## src/rtl/spi_slave_fsm_p.sv

```systemverilog
// spi_slave_fsm_p: SPI slave front-end that receives command frames and shifts read data out on MISO.
module spi_slave_fsm_p #(
  parameter int DATA_W = 8,
  parameter int CNT_W  = $clog2(DATA_W+2)+1
) (
  input  logic                clk,
  input  logic                rst_n,
  input  logic                SS_n,
  input  logic                MOSI,
  output logic                MISO,
  output logic [DATA_W+1:0]   rx_data,
  output logic                rx_valid,
  input  logic [DATA_W-1:0]   tx_data,
  input  logic                tx_valid,
  output logic                busy,
  output logic                frame_err
);
  localparam int FRAME_W = DATA_W + 2;
  typedef enum logic [2:0] {
    IDLE, CHK_CMD, WRITE, READ_ADD, READ_DATA, TX_WAIT, TX_SHIFT, DONE
  } state_t;
  state_t state, nxt;
  logic [FRAME_W-1:0] sr;
  logic [DATA_W-1:0]  txr;
  logic [CNT_W-1:0]   cnt;
  logic               rd_addr_seen;
  logic               rx_st, last, tx_load, tx_end;
  always_ff @(posedge clk or negedge rst_n)
    if (!rst_n) state <= IDLE;
    else        state <= nxt;
  always_comb begin
    nxt     = state;
    rx_st   = state inside {WRITE, READ_ADD, READ_DATA};
    last    = rx_st && cnt == CNT_W'(FRAME_W-1);
    tx_load = state == TX_WAIT && tx_valid;
    tx_end  = state == TX_SHIFT && cnt == '0;
    case (state)
      IDLE:      nxt = CHK_CMD;
      CHK_CMD:   nxt = !MOSI ? WRITE : rd_addr_seen ? READ_DATA : READ_ADD;
      WRITE,
      READ_ADD:  nxt = last ? DONE : state;
      READ_DATA: nxt = last ? TX_WAIT : state;
      TX_WAIT:   nxt = tx_load ? TX_SHIFT : state;
      TX_SHIFT:  nxt = tx_end ? DONE : state;
      default:   nxt = state;
    endcase
    // SS_n high always returns to IDLE, overriding any frame completion on the same edge
    if (SS_n) nxt = IDLE;
  end
  assign busy = state != IDLE;
  always_ff @(posedge clk or negedge rst_n)
    if (!rst_n) begin
      sr           <= '0;
      txr          <= '0;
      cnt          <= '0;
      rd_addr_seen <= 1'b0;
      rx_data      <= '0;
      rx_valid     <= 1'b0;
      MISO         <= 1'b0;
      frame_err    <= 1'b0;
    end else begin
      rx_valid  <= 1'b0;
      frame_err <= SS_n && state != IDLE && state != DONE;
      if (SS_n) begin
        MISO <= 1'b0;
        cnt  <= '0;
      end else begin
        if (state == IDLE || state == CHK_CMD) cnt <= '0;
        if (rx_st) begin
          sr  <= {sr[FRAME_W-2:0], MOSI};
          cnt <= cnt + 1'b1;
          if (last) begin
            rx_data  <= {sr[FRAME_W-2:0], MOSI};
            rx_valid <= 1'b1;
            if (state == READ_ADD) rd_addr_seen <= 1'b1;
          end
        end
        if (tx_load) begin
          MISO <= tx_data[DATA_W-1];
          txr  <= tx_data << 1;
          cnt  <= CNT_W'(DATA_W-1);
        end
        if (state == TX_SHIFT) begin
          if (tx_end) begin
            MISO         <= 1'b0;
            rd_addr_seen <= 1'b0;
          end else begin
            MISO <= txr[DATA_W-1];
            txr  <= txr << 1;
            cnt  <= cnt - 1'b1;
          end
        end
      end
    end
endmodule

```

## config.mk

```make
export PLATFORM = sky130hd
export DESIGN_NAME = spi_slave_fsm_p
export DESIGN_NICKNAME = d
export VERILOG_FILES = /design/src/rtl/spi_slave_fsm_p.sv
export SDC_FILE = /design/constraint.sdc
export NUM_CORES = 1
export LEC_CHECK = 0
export CAP_MARGIN = 20
export CORE_MARGIN = 8
export CORE_UTILIZATION = 58
export DETAILED_ROUTE_END_ITERATION = 8
export PLACE_DENSITY = 0.84
export SLEW_MARGIN = 20
export SYNTH_ARGS = -nofsm -noshare
export SYNTH_HDL_FRONTEND = slang
export SYNTH_SLANG_ARGS = --single-unit
export TNS_END_PERCENT = 30
```

## constraint.sdc

```tcl
create_clock -name clk -period 5.9 [get_ports clk]
set_input_delay 1.18 -clock clk [delete_from_list [all_inputs] [get_ports clk]]
set_output_delay 1.18 -clock clk [all_outputs]
set_load 0.02 [all_outputs]
```

==> results by group <==
Global routing
  – Global-route wire length before repair: 6340 microns
  – Number of global-route vias before repair: 1430
  – Initial antenna violation count: 0
  – Overflow after GRT: 0
  – Pin count of the biggest net entering global routing: 40
  – GRT Overall Usage: approximately 15%

Critical path
  – Critical-path maximum fanout: 14
  – Crit Path Class: flip-flop to primary output
  – Critical Path AT: approximately 1.9 ns
  – Worst setup SP type: flip-flop
  – Req. time, crit path: 4.72 ns
  – CP Buf/Inv Count: 2
  – Delay-heaviest family, CP: buffers and inverters
  – Crit-path slowest cell: dfrtp_1
  – Critical path capture point type: primary output
  – Slowest stage delay, CP: 0.61 ns
  – Worst-path cell chain: inv_1 > nand2_1 > clkdlybuf4s50_1

Finish
  – Layout Cells excl Fill: approximately 230
  – Final instance area: 0.00225 sq mm
  – Finished Core Util: 68.6%
  – Share of post-route cells with drive strength above 1: between 20% and 30%
  – Nets: 201
  – Antenna Cells: 0
  – P&R area growth vs syn: 16.1%
  – Commonest cells after routing, fill and taps aside: dfrtp_1, mux2_2, clkdlybuf4s50_1, mux2_1
  – Most common cell after layout, fill and taps aside: dfrtp_1

Synthesis
  – Synth Instances: between 150 and 200
  – Yosys warns: 0
  – Number of flops mapped to enable cells by yosys: 0
  – Area leader, netlist: dfrtp_1
  – Cell Area, Synth: a little under 0.002 sq mm
  – Yosys cell types: 42
  – Mapped Nets: roughly 180
  – FFs w/ async S/R, synth: 100%
  – Top cells by area, synth: dfrtp_1, mux2_2, mux2_1, a21oi_1, ha_1
  – Syn_area_per_cell: roughly 12 sq um
  – Share of the synthesized area in the top cell type: between 50% and 60%
  – Sequential-to-total area share from yosys stat: just over 50%
  – Synth Register Bits: 39
  – Leading register cell type out of synthesis: dfrtp_1

Pwr
  – Worst vdd ir: 0.204 mV
  – Total Power: ~0.67 mW
  – Leakage: ~0.97 nW
  – Cell Pwr Density: around 300 mW/mm^2

STA
  – Unrepaired setup endpoints after global routing: no
  – Tcrit/Tclk final: 52.5%
  – Slew Limit Headroom: between 40% and 50%
  – Min Tclk post-route: ~3.1 ns
  – Clock skew: between 0.006 and 0.007 ns
  – Setup TNS Final: 0 ns
  – Fin. Hold Viols: 0
  – # setup viols final: 0
  – Max Slew Vio Count: 0
  – Worst Max-Slew Pin Slew: 0.829 ns
  – F_max: ~320 MHz

Clock tree
  – CTS sink cnt: 39
  – Htree depth: 2
  – Root Buffer Master: clkbuf_4
  – Post_cts resized: 0
  – Post-CTS setup buffer count: 0
  – Clk_lat worst skew: around 0.34 ns
  – Max Buffers Root-to-Sink: 2
  – Cts hold-fix bufs: 0
  – Register clock-pin slew on the reported worst setup and hold paths: ~0.11 ns
  – CTS buffer count: 5
  – CTS tree: done

Route
  – Vias: approximately 1400
  – Antenna Nets Post-Route: 0
  – DR iter-0 viols: 116
  – Vias per cell: between 5 and 6
  – Pre-antenna DRT Iters: 4
  – Routed len/inst: about 15 microns
  – Final WL: roughly 3600 microns
  – DRC errors left: 0

Die
  – Area of the die: 0.00545 sq mm
  – Chip Height: 73.8 microns
  – Row cnt: 21
  – Die W: 73.8 microns
  – Starting Density: roughly three fifths
  – Core area: around 0.0033 sq mm
  – Ports: 27

Placement
  – Area after DPL: about 0.0022 sq mm
  – RD Place Congestion: roughly 0.9
  – Port Buf Inserts: 26
  – Dpl hpwl: ~2600 microns
  – Placed Cells: between 200 and 250

Worst hold path
  – Class of the worst hold path: flip-flop to flip-flop

Status
  – Status: finished, final reports clean

Flow run
  – Max-capacitance violation count: 0
logic make-up after synthesis:
kind of cell / after synthesis / share of synthesized area, %
buffers and inverters: 13 / 3.74
DFF: 39 / 50.3
adders and majority gates: 3 / 1.93
muxes: 34 / 19.7
AOI/OAI and AO/OA: 34 / 12.8
and+or+nand+nor: 37 / 11.5
power by group:
group	internal, mW	switching, mW	total (mW)	leakage, nW
sequential	0.327	0.0504	0.377	0.513
clock	0.0460	0.0832	0.129	0.0282
combinational	0.0901	0.0721	0.162	0.432
total	0.463	0.206	0.669	0.974
sequential cells by signal, indices dropped and copies added (netlist names):
register      flops
rx_data          10
sr                9
txr               8
cnt               5
state             3
MISO              1
frame_err         1
rd_addr_seen      1
rx_valid          1
synth_stat cells (all sizes together) (3+ instances only):
cell type	n
nor3	3
inv	5
nand2	4
a21oi	9
clkbuf	4
ha	3
nor2	9
a211oi	3
nand2b	3
mux2	34
buf	4
o21ai	5
dfrtp	39
nand3	5
or3	3
final cells by class:
cell class | instances | area, sq um
fill | 243 | 1030
sequential | 39 | 976
multi-input combinational | 108 | 892
timing repair buffer | 26 | 255
tap | 46 | 57.6
clock buffer | 6 | 41.3
inverter | 5 | 18.8
clock inverter | 2 | 12.5
routing by layer:
layer	vias to the layer above	share of wire [%]	global-route usage [%]
met5	-	0	0
met4	0	0.95	5.54
met3	4	5.7	5.18
met2	39	50	25.2
met1	670	44	17.0
li1	649	-	-
path summary, 6_finish.rpt:
kind                         endpoint  slack [ns]  cells past startpoint       start
setup / recovery                 busy        2.80                      3    state[2]
setup reg to reg               txr[1]        3.42                      4    state[2]
hold / removal             rx_data[3]        0.50                      1  rx_data[3]
min in group asynchronous      cnt[0]        0.92                      1       rst_n
hold reg to reg            rx_data[3]        0.50                      1  rx_data[3]
max in group asynchronous       sr[4]        4.45                      1       rst_n
metrics by stage:
step	worst slack, ns	hold slack [ns]
2_1_floorplan	3.57	0.458
3_3_place_gp	2.62	0.470
3_5_place_dp	2.56	0.476
4_1_cts	2.81	0.501
5_1_grt	2.67	0.527
6_report	2.80	0.496
(Power assumes the default switching activity.)
